File: src/rtl/instr_fetch.sv
// Instruction fetch unit: one outstanding read to instruction memory, single-entry instruction register.
// Latency: ack in cycle n -> ir_valid in cycle n+1; first request on the 2nd rising edge after reset release.
// Backpressure: ir_valid held until ir_ready; stall blocks new launches only. Optional halt via `HALT_DETECT_EN.
module instr_fetch (
  input  logic        clk,
  input  logic        rst_n,
  output logic        imem_req,
  output logic [7:0]  imem_addr,
  input  logic        imem_ack,
  input  logic [15:0] imem_rdata,
  output logic [15:0] ir_data,
  output logic        ir_valid,
  input  logic        ir_ready,
  input  logic        stall,
  input  logic        jump_en,
  input  logic [7:0]  jump_addr,
  output logic [7:0]  pc
`ifdef HALT_DETECT_EN
  ,
  output logic        halted
`endif
);

  typedef enum logic [1:0] {
    S_IDLE,
    S_FETCH,
    S_HOLD
`ifdef HALT_DETECT_EN
    ,
    S_HALT
`endif
  } state_t;

  state_t state;

  // Goes high on the first edge after reset release; IDLE waits for it so the
  // first request lands on the second edge and any ack in that window is dropped.
  logic run;

  // A redirect wins over everything except a halted core.
  logic jump_take;

`ifdef HALT_DETECT_EN
  assign jump_take = jump_en && (state != S_HALT);
`else
  assign jump_take = jump_en;
`endif

  // Fetch FSM with all outputs registered. In FETCH, imem_req=0 marks the one-cycle
  // gap after a redirect: the request relaunches next edge and any ack seen now is stale.
  always_ff @(posedge clk or negedge rst_n) begin
    if (!rst_n) begin
      state     <= S_IDLE;
      run       <= 1'b0;
      pc        <= 8'h00;
      ir_data   <= 16'h0000;
      ir_valid  <= 1'b0;
      imem_req  <= 1'b0;
      imem_addr <= 8'h00;
`ifdef HALT_DETECT_EN
      halted    <= 1'b0;
`endif
    end else begin
      run <= 1'b1;
      if (jump_take) begin
        pc       <= jump_addr;
        ir_valid <= 1'b0;
        imem_req <= 1'b0;
        state    <= stall ? S_IDLE : S_FETCH;
      end else begin
        case (state)
          S_IDLE: begin
            if (run && !stall) begin
              state     <= S_FETCH;
              imem_req  <= 1'b1;
              imem_addr <= pc;
            end
          end
          S_FETCH: begin
            if (!imem_req) begin
              imem_req  <= 1'b1;
              imem_addr <= pc;
            end else if (imem_ack) begin
              ir_data  <= imem_rdata;
              ir_valid <= 1'b1;
              pc       <= pc + 8'd1;
              imem_req <= 1'b0;
              state    <= S_HOLD;
            end
          end
          S_HOLD: begin
            if (ir_ready) begin
              ir_valid <= 1'b0;
`ifdef HALT_DETECT_EN
              if (ir_data == 16'hFFFF) begin
                state  <= S_HALT;
                halted <= 1'b1;
              end else
`endif
              if (!stall) begin
                state     <= S_FETCH;
                imem_req  <= 1'b1;
                imem_addr <= pc;
              end else begin
                state <= S_IDLE;
              end
            end
          end
`ifdef HALT_DETECT_EN
          S_HALT: begin
            imem_req <= 1'b0;
          end
`endif
          default: begin
            state    <= S_IDLE;
            imem_req <= 1'b0;
          end
        endcase
      end
    end
  end

endmodule

File: config.mk
export PLATFORM = sky130hd
export DESIGN_NAME = instr_fetch
export DESIGN_NICKNAME = d
export VERILOG_FILES = /design/src/rtl/instr_fetch.sv
export SDC_FILE = /design/constraint.sdc
export NUM_CORES = 1
export LEC_CHECK = 0
export BUFFER_PORTS_ARGS = -buffer_cell sky130_fd_sc_hd__buf_2
export CAP_MARGIN = 20
export CORE_MARGIN = 4
export CORE_UTILIZATION = 35
export DETAILED_ROUTE_END_ITERATION = 8
export PLACE_DENSITY_LB_ADDON = 0.25
export SLEW_MARGIN = 20
export SYNTH_ARGS = -nofsm -noshare
export SYNTH_HDL_FRONTEND = slang
export SYNTH_SLANG_ARGS = --single-unit
File: constraint.sdc
create_clock -name clk -period 1.8 [get_ports clk]
set_input_delay 0.09 -clock clk [delete_from_list [all_inputs] [get_ports clk]]
set_output_delay 0.09 -clock clk [all_outputs]
set_load 0.1 [all_outputs]
**After elaboration in Yosys (flattened, before gate mapping)**

Index checks and enable logic that the tools add are counted.
W data, S select, Z words.

- Word-level logic and storage cells: 62
- Flip-flop bits (word level): 37
- Output and inout bits: 34
- Bits of input ports: 30

- $add $sub $neg: 1
- Reductions and logical operators: 14
- Muxes and demuxes: 28
- Bitwise operators: 1
- Equality and inequality tests: 11

Operators with widths:

| cell | count |
|---|---|
| $mux W8 | 8 |
| $pmux W8 S3 | 1 |
| $ne A3 B3 Y1 const B | 5 |
| $reduce_and A4 Y1 | 3 |
| $mux W1 | 11 |
| $mux W2 | 5 |
| $add A8 B1 Y8 const B | 1 |
| $ne A2 B2 Y1 const B | 4 |
| $pmux W2 S3 | 1 |
| $reduce_and A3 Y1 | 2 |
| $reduce_and A6 Y1 | 1 |
| $reduce_bool A2 Y1 | 3 |
| $reduce_bool A3 Y1 | 2 |
| $pmux W1 S3 | 1 |
| $eq A2 B1 Y1 const B | 1 |
| $eq A2 B2 Y1 const B | 1 |
| $logic_not A2 Y1 | 1 |
| $pmux W1 S2 | 1 |
| $logic_and A1 B1 Y1 | 1 |
| $logic_not A1 Y1 | 1 |
| $not A1 Y1 | 1 |

**Depth between registers and ports, before layout**

Gate-level depths: netlist of run 1.

- Word-level depth: 5
- Mapped depth: 5
- Mapped depth without buffers: 4

**Worst setup path before layout of run 1**

No wires, ideal clock.

- Path type: register to register
- From: register imem_req
- To: register ir_data[15]
- Setup time: 125 ps
- Data arrival time: 2015 ps
- Stages on the path, launching flop included: 5
- Buffers on the path: 1
- Setup slack: -340 ps
- Required time: 1675 ps
- Period minus slack after synthesis: 2140 ps
- Cells stage by stage: dfrtp_1 > nand4b_4 > nor2_2 > buf_4 > mux2_2

- Word-level cells in the longest chain between the ends: 1

RTL lines:

| element | RTL line | text |
|---|---|---|
| start, declared | 7 | `output logic imem_req,` |
| start signal, assigned | 58 | `imem_req <= 1'b0;` |
| start signal, assigned | 68 | `imem_req <= 1'b0;` |
| start signal, assigned | 75 | `imem_req <= 1'b1;` |
| $reduce_and A4 Y1 (no line) | n/a |  |
| end signal, assigned | 84 | `ir_data <= imem_rdata;` |
| end, declared | 11 | `output logic [15:0] ir_data,` |

Every way passes these cells.
A chain may end at the register's enable or synchronous reset.

**Final worst setup path of run 1**

- From: register state[0]
- To: register pc[6]

- Word-level cells in the longest chain between the ends: 3

RTL lines:

| element | RTL line | text |
|---|---|---|
| start, declared | 34 | `state_t state;` |
| start signal, assigned | 69 | `state <= stall ? S_IDLE : S_FETCH;` |
| $eq A2 B1 Y1 | 71 | `case (state)` |
| $reduce_bool A2 Y1 (no line) | n/a |  |
| $reduce_and A3 Y1 (no line) | n/a |  |
| end signal, assigned | 66 | `pc <= jump_addr;` |
| end signal, assigned | 86 | `pc <= pc + 8'd1;` |
| end, declared | 17 | `output logic [7:0] pc` |

Every way passes these cells.

==> results.json, run 1 <==
{
  "io_pins": 64,
  "ys_ff_latch": 37,
  "cts_buffer_depth": 2,
  "cp_slowest_cell": "or4_1",
  "path_delay_family": "simple AND/OR/NAND/NOR gates",
  "syn_area_um2": 1650,
  "worstHoldPathCells": 3,
  "critical_path_buf_inv_count": 0,
  "cts_tree": "built",
  "hold_buffers": 1,
  "fin_tns_setup_ns": 0,
  "cp_max_fo": 15,
  "num_vias": 1297,
  "hold_viol": 0,
  "rr_endpoint": "pc[6]",
  "antenna_found_initial": 0,
  "crit_arrival_ns": 1.86,
  "rrSetupSlack_ns": 0.14,
  "peakVddDrop_uv": 919,
  "syn_area_per_cell_um2": 12.6,
  "reg2reg_depth": 3,
  "ys_types": 35,
  "ys.warnings.count": 0,
  "post_cts_buffers": 0,
  "holdPathEnd": "pc[2]",
  "fin_util": 0.479,
  "max_freq_mhz": 601,
  "die_h_um": 76.7,
  "clock_latency_ns": 0.28,
  "clk_pin_slew_ns": 0.07,
  "num_rows": 24,
  "rsz0062_at_grt": "false",
  "syn_inst": 131,
  "crit_chain": "nand4b_4 > or4_1 > a31oi_1",
  "area_growth_pct": 29.8,
  "cts_sinks": 37,
  "grt_pass1_vias": 1359,
  "critical_path_class": "reg -> reg",
  "grt_pass1_wl_um": 6550,
  "synth_top_area_share": 0.560,
  "pwr_density_cell_nw_per_um2": 1870,
  "cts_resized": 0,
  "synth_nets": 162,
  "slowest_delay_ns": 0.57,
  "htreeDepth": 2,
  "drt-initial-drc-count": 28,
  "cap_violations": 0,
  "worstHoldStart": "jump_addr[2]",
  "synth.top_cells.by_area": "dfrtp_1 (56%), mux2_2 (16%), or4_1 (2.7%), nand3_1 (1.8%), nand2_1 (1.8%)",
  "p_leak_uw": 0.00101,
  "coreArea_um2": 4470,
  "dr.pass1.iters": 4,
  "multi_input_area_um2": 672,
  "hpwl_um": 2980,
  "fillers": 421,
  "finalMaxSlewViolations": 0,
  "area.sequential_um2": 937,
  "overflow": 0,
  "ys_seq_area_frac": 0.560,
  "period_minus_slack_ns": 1.66,
  "fin_nets": 232,
  "relSlewSlack": 0.451,
  "setup_viol": 0,
  "routabilityCongestion": 0.772,
  "synth_top_area_cell": "dfrtp_1",
  "die_x_um": 76.7,
  "worstHoldPathType": "in -> reg",
  "layout-drive-gt1-share": 0.559,
  "status": "finished clean",
  "cts-root-buf": "clkbuf_8",
  "worstReg2RegStart": "state[0]",
  "cp_data_required_time_ns": 1.99,
  "drc_errors": 0,
  "port_buffers": 63,
  "end_kind": "flop",
  "cp-start-kind": "flop",
  "numCtsBuffers": 5,
  "grt.total_usage": 0.140,
  "wl_um": 3870,
  "worstMarginPinSlew_ns": 0.823,
  "min_period_over_period": 0.924,
  "fp.dieArea_um2": 5890,
  "grt_max_degree": 38,
  "n_antenna_cell": 0,
  "clock_skew_ns": 0.00359,
  "via_per_inst": 5.11,
  "initial_core_util": 0.369,
  "wl_per_cell_um": 15.2,
  "ant_nets": 0
}
[stage by stage]
step           cell area (um^2)  hold WS [ns]  power, uW  cells  setup WS, ns
2_1_floorplan              1660        -0.206       3110    131       -0.0211
3_3_place_gp               2050         0.216       3460    245         0.226
3_5_place_dp               2050         0.235       3500    245         0.145
4_1_cts                    2140        0.0108       4050    254         0.131
5_1_grt                    2140        0.0199       4160    254        0.0498
6_report                   2140        0.0198       4000    254         0.136
[registers in the layout (all words and copies together), names as in the netlist]
register	cells
imem_addr	8
imem_req	1
ir_data	16
ir_valid	1
pc	8
run	1
state	2
[cells in the mapped netlist (all sizes together)]
| cell type | n |
|---|---|
| and2 | 1 |
| a21oi | 4 |
| buf | 4 |
| a221oi | 2 |
| dfrtp | 37 |
| o221ai | 1 |
| nand3b | 1 |
| a22oi | 1 |
| a21o | 1 |
| or3b | 3 |
| mux2i | 1 |
| clkinv | 1 |
| nor2 | 4 |
| clkbuf | 2 |
| ha | 1 |
| nand3 | 6 |
| or4 | 6 |
| a31oi | 2 |
| nand2 | 8 |
| a22o | 1 |
| xor2 | 1 |
| o21ba | 1 |
| conb | 1 |
| nor2b | 2 |
| o211ai | 3 |
| o31ai | 2 |
| inv | 3 |
| nand4b | 1 |
| nand4 | 1 |
| mux2 | 24 |
| o21ai | 5 |
[tightest hold or removal path: stages]
cell and delay, ns:
buf_2 0.08, nand2_1 0.04, nand3_1 0.06
[area by class of cell]
type | instances | area share
clock buffer | 8 | 0.0373
inverter | 4 | 0.00700
multi-input combinational | 84 | 0.313
sequential | 37 | 0.437
tap | 52 | 0.0303
timing repair buffer | 69 | 0.175
[cell usage in the layout (no fill, tap or decap), drive strengths merged]
cell type | Yosys | final
ha | 1 | 1
a21o | 1 | 1
nand3b | 1 | 1
a221oi | 2 | 2
xor2 | 1 | 1
clkinv | 1 | 1
o21ba | 1 | 1
mux2i | 1 | 1
mux2 | 24 | 24
or3b | 3 | 3
a22o | 1 | 1
dfrtp | 37 | 37
nor2 | 4 | 4
or4 | 6 | 6
dlygate4sd3 | 0 | 1
nor2b | 2 | 2
a22oi | 1 | 1
buf | 4 | 68
o31ai | 2 | 2
nand3 | 6 | 6
o211ai | 3 | 3
nand4 | 1 | 1
and2 | 1 | 1
nand2 | 8 | 8
clkbuf | 2 | 8
a31oi | 2 | 2
conb | 1 | 1
nand4b | 1 | 1
o21ai | 5 | 5
a21oi | 4 | 4
inv | 3 | 3
o221ai | 1 | 1
[power by group]
group | leakage (uW) | switching [uW] | internal (uW)
sequential | 0.000434 | 134 | 1060
combinational | 0.000536 | 1890 | 379
clock | 0.0000395 | 266 | 275
total | 0.00101 | 2290 | 1710
[metal layers]
layer	vias to the layer above	global-route usage	part of all wire
met5	-	0	0
met4	0	0.0725	0.028
met3	11	0.0410	0.052
met2	39	0.238	0.53
met1	622	0.158	0.39
li1	625	-	-
[worst max-delay path by stage]
| stage | start | to | cells past startpoint |
|---|---|---|---|
| final | state[0] | pc[6] | 3 |
| after detailed placement | state[0] | pc[6] | 3 |
| after global placement | state[0] | ir_data[14] | 4 |
| after CTS | state[0] | pc[6] | 3 |
| after global routing | state[0] | ir_data[8] | 4 |
| after floorplan | imem_req | ir_data[15] | 4 |
[cells by family (layout without fill, tap and decap cells)]
family,count (synthesis),after routing,synth area share
other,1,1,0.00227
adders and majority gates,1,1,0.00757
buffers and inverters,10,81,0.0333
DFF,37,37,0.560
AOI/OAI and AO/OA,23,23,0.0977
and+or+nand+nor,33,33,0.124
xor gates and xnor gates,1,1,0.00530
muxes,25,25,0.170
No activity file was read; power rests on OpenSTA's default activity.
==> run 2, diff against run 1 <==
Settings changed: CORE_UTILIZATION 35 to 48.
==> run 2 against run 1 <==
Largest power group unchanged; sequential power about the same; global-route usage increased by 6.1 points; sequential share of layout area shrank 4.6 points; largest cell class unchanged.
==> results.json, run 2 (synthesis results as in run 1) <==
{
  "reg2reg_depth": 4,
  "clk_pin_slew_ns": 0.13,
  "n_antenna_cell": 0,
  "ant_nets": 0,
  "relSlewSlack": 0.472,
  "wl_met3_um": 256,
  "clock_latency_ns": 0.36,
  "cts_tree": "built",
  "final_cell_mix": "buf_2 (63), dfrtp_1 (28), dlygate4sd3_1 (25)",
  "cap_violations": 0,
  "num_vias": 1407,
  "period_minus_slack_ns": 1.65,
  "cts_resized": 0,
  "p_total_uw": 4220,
  "fp.dieArea_um2": 4450,
  "coreArea_um2": 3340,
  "setup_viol": 0,
  "worstReg2RegStart": "state[0]",
  "grt_pass1_wl_um": 6650,
  "drc_errors": 0,
  "initial_core_util": 0.495,
  "worstHoldStart": "jump_addr[7]",
  "port_buffers": 63,
  "clock_skew_ns": 0.0150,
  "numCtsBuffers": 5,
  "critical_path_class": "reg -> reg",
  "cts_buffer_depth": 2,
  "crit_arrival_ns": 1.93,
  "status": "finished clean",
  "rsz0062_at_grt": "false",
  "post_cts_buffers": 0,
  "worstHoldPathType": "in -> reg",
  "via_per_inst": 5.17,
  "cts_sinks": 37,
  "hpwl_um": 2690,
  "overflow": 0,
  "num_rows": 21,
  "crit_path_start": "state[0]",
  "hold_viol": 0,
  "fin_nets": 256,
  "max_freq_mhz": 606,
  "grt_pass1_vias": 1453,
  "wl_per_cell_um": 14.5,
  "pwr-share-seq": 0.283,
  "p_sw_frac": 0.550,
  "cp_max_fo": 11,
  "worstHoldPathCells": 4,
  "area_growth_pct": 45.2,
  "combPwrFrac": 0.546,
  "largest_register_ffs": 16,
  "pwr_density_cell_nw_per_um2": 1760,
  "cp_data_required_time_ns": 2.09,
  "min_period_over_period": 0.916,
  "layout-drive-gt1-share": 0.513,
  "met1_length_um": 1550,
  "p_clk_frac": 0.170,
  "grt.total_usage": 0.200,
  "p_leak_uw": 0.00112,
  "peakVddDrop_uv": 1400,
  "htreeDepth": 2,
  "routabilityCongestion": 0.773,
  "layout_commonest_cell": "buf_2",
  "drt-initial-drc-count": 60,
  "dr.pass1.iters": 4,
  "die_h_um": 66.7,
  "end_kind": "flop",
  "reg_top3": "ir_data x16, imem_addr x8, pc x8",
  "antenna_found_initial": 0,
  "grt_max_degree": 38,
  "cts-root-buf": "clkbuf_4",
  "io_pins": 64,
  "regMostFlops": "ir_data",
  "cp-start-kind": "flop",
  "wl_um": 3940,
  "met2WireLength_um": 2090,
  "finalMaxSlewViolations": 0,
  "die_x_um": 66.7,
  "switching_power_uw": 2320,
  "internal_power_uw": 1900,
  "rrSetupSlack_ns": 0.15,
  "worstMarginPinSlew_ns": 0.792,
  "hold_slack_ns": 0.0643,
  "highest_layer": "met4"
}
[run 2: cell count changes in the layout (fill, tap and decap cells not counted)]
cell           before  now
clkinv_2            0    1
clkbuf_8            5    0
clkbuf_4            0    5
bufinv_16           0    2
clkbuf_1            3    0
dlygate4sd3_1       1   25
[run 2: worst paths after layout]
check                               end
hold / removal                    pc[7]
min in group asynchronous  imem_addr[7]
hold reg to reg             ir_data[10]
setup / recovery                  pc[4]
setup reg to reg                  pc[4]
max in group asynchronous         pc[1]
[run 2: metal layers]
layer,track usage,vias to the layer above
met3,0.0624,5
met2,0.343,46
li1,-,669
met4,0.0660,0
met5,0,-
met1,0.237,687
[run 2: cell type report]
cell class	count	area [um^2]
sequential	37	937
tap	46	57.6
fill	239	937
inverter	4	15.0
timing repair buffer	93	616
clock inverter	3	65.1
clock buffer	5	37.5
multi-input combinational	84	672
[run 2: worst max-delay path, stage by stage, from the launching register on]
cell and delay, ns:
dfrtp_1 0.59, nand4b_4 0.22, buf_4 0.22, or4_1 0.46
nand3_1 0.09
[run 2: stage by stage]
stage | instance area [um^2] | util | setup TNS, ns | cells | setup WS [ns]
5_1_grt | 2400 | 0.719 | 0 | 272 | 0.0895
2_1_floorplan | 1660 | - | -0.211 | 131 | -0.0211
3_3_place_gp | 2050 | 0.613 | 0 | 239 | 0.266
4_1_cts | 2400 | 0.719 | 0 | 272 | 0.163
3_5_place_dp | 2050 | 0.613 | 0 | 239 | 0.192
6_report | 2400 | 0.719 | 0 | 272 | 0.151
[run 2: repair_timing]
action | CTS | global route
endpoints found under the hold margin | 61 | 0
endpoints found under the setup margin | 0 | 0
hold buffers | 25 | 0
[run 2: power groups by stage]
stage | registers, uW | clock network (uW) | logic (uW)
global route | 1240 | 766 | 2390
detailed placement | 1210 | 0 | 2270
finish | 1200 | 719 | 2310
CTS | 1200 | 728 | 2320
global placement | 1190 | 0 | 2250
floorplan | 2820 | 0 | 292
==> run 3, diff against run 2 <==
Settings changed: CORE_MARGIN 4 to unset, PLACE_DENSITY set to 0.77, PLACE_DENSITY_LB_ADDON 0.25 to unset.
==> run 3 against run 2 <==
Non-clock buffer count unchanged; first-iteration DRC count up 25%; utilization up 2.3 points; critical path depth unchanged; worst setup slack worse by 0.030 ns; combinational power about the same; clock power down 44%; sequential share of layout area up 0.98 points; power down 6.9%; count of clock-buffer cells in the layout up 3; clock skew down 0.0072 ns; final cell count down 0.74%; critical endpoint is now ir_data[11]; largest cell class unchanged; highest routed layer unchanged.
==> results.json, run 3 (synthesis results as in run 1) <==
{
  "status": "finished clean",
  "dr.pass1.iters": 4,
  "worstHoldStart": "jump_addr[5]",
  "drt-initial-drc-count": 75,
  "worstHoldPathType": "in -> reg",
  "fillers": 236,
  "worstReg2RegStart": "state[1]",
  "num_rows": 20,
  "cap_violations": 0,
  "peakVddDrop_uv": 1320,
  "worstMarginPinSlew_ns": 0.796,
  "relSlewSlack": 0.470,
  "rsz0062_at_grt": "false",
  "port_buffers": 63,
  "reg2reg_depth": 4,
  "setup_viol": 0,
  "grt_pass1_vias": 1410,
  "design_area_um2": 2340,
  "dp_cells": 238,
  "crit_arrival_ns": 1.90,
  "routabilityCongestion": 0.755,
  "largest_register_ffs": 16,
  "area.sequential_um2": 937,
  "worstHoldPathCells": 3,
  "via_per_inst": 5.29,
  "die_h_um": 60.7,
  "coreArea_um2": 3150,
  "final_cell_mix": "buf_2 (63), dfrtp_1 (28), mux2_2 (24), dlygate4sd3_1 (24), dfrtp_2 (9)",
  "max_freq_mhz": 596,
  "htreeDepth": 2,
  "clock_latency_ns": 0.33,
  "fp.dieArea_um2": 3680,
  "period_minus_slack_ns": 1.68,
  "clock_skew_ns": 0.00777,
  "rrSetupSlack_ns": 0.12,
  "area_growth_pct": 41.6,
  "die_x_um": 60.7,
  "n_antenna_cell": 0,
  "post_cts_buffers": 0,
  "hold_viol": 0,
  "overflow": 0,
  "cp_max_fo": 17,
  "numCtsBuffers": 5,
  "multi_input_area_um2": 672,
  "fin_util": 0.742,
  "finalMaxSlewViolations": 0,
  "critical_path_class": "reg -> reg",
  "hold_slack_ns": 0.0372,
  "p_leak_uw": 0.00110,
  "ant_nets": 0,
  "clk_pin_slew_ns": 0.10,
  "cts_buffer_depth": 2,
  "grt.total_usage": 0.244,
  "reg_top3": "ir_data x16, imem_addr x8, pc x8",
  "cp-start-kind": "flop",
  "drc_errors": 0,
  "wl_per_cell_um": 14.8,
  "final_cell_count_no_fill": 270,
  "cts-root-buf": "clkbuf_4",
  "layout-drive-gt1-share": 0.504,
  "hpwl_um": 2650,
  "cp_data_required_time_ns": 2.02,
  "grt_max_degree": 38,
  "pwr_density_cell_nw_per_um2": 1680,
  "placed_cell_area_um2": 2050,
  "num_vias": 1428,
  "regMostFlops": "ir_data",
  "io_pins": 64,
  "antenna_found_initial": 0,
  "rr_endpoint": "ir_data[11]",
  "min_period_over_period": 0.933,
  "cts_sinks": 37,
  "cts_tree": "built",
  "fin_nets": 256,
  "grt_pass1_wl_um": 6420,
  "end_kind": "flop",
  "wl_um": 4000,
  "holdPathEnd": "pc[5]",
  "layout_commonest_cell": "buf_2",
  "initial_core_util": 0.524
}
run 3: worst max-delay path, cell delays in order, from the launching register on:
cell      delay (ns)
dfrtp_1         0.49
nand4b_4        0.35
nor2_2          0.21
buf_12          0.17
mux2_2          0.34
run 3: cell type report:
type                            count  share of cell area
Sequential cell                    37               0.400
Multi-Input combinational cell     84               0.287
Inverter                            4             0.00641
Tap cell                           44              0.0235
Clock buffer                        8              0.0208
Timing Repair Buffer               93               0.262
run 3: per-layer routing:
| metal | vias to the layer above | GRT usage | share of wire |
|---|---|---|---|
| met5 | - | 0 | 0 |
| met4 | 0 | 0.0779 | 0.016 |
| met3 | 8 | 0.0704 | 0.049 |
| met2 | 51 | 0.441 | 0.53 |
| met1 | 701 | 0.279 | 0.41 |
| li1 | 668 | - | - |
run 3: worst max path at each step:
| stage | startpoint | slack [ns] | cells past startpoint | end |
|---|---|---|---|---|
| 6_report | state[1] | 0.12 | 4 | ir_data[11] |
| 5_1_grt | state[1] | 0.03 | 4 | ir_data[11] |
| 4_1_cts | state[1] | 0.13 | 4 | ir_data[4] |
| 3_5_place_dp | state[1] | 0.15 | 4 | ir_data[4] |
| 3_3_place_gp | state[1] | 0.23 | 4 | ir_data[3] |
| 2_1_floorplan | imem_req | -0.02 | 4 | ir_data[15] |
run 3: report_power, final:
part / switching (uW) / internal (uW)
combinational: 1910 / 415
sequential: 145 / 1060
clock: 247 / 156
total: 2300 / 1630
run 3: metrics by stage:
step	total power (uW)	setup WS [ns]	TNS, ns
final	3930	0.121	0
after global placement	3450	0.228	0
after detailed placement	3500	0.147	0
after floorplan	3110	-0.0211	-0.211
after global routing	4080	0.0298	0
after CTS	3940	0.128	0
run 3: timing repair:
action,CTS,global route
hold endpoints to repair,59,1
hold buffers,23,1
gates resized for setup,0,0
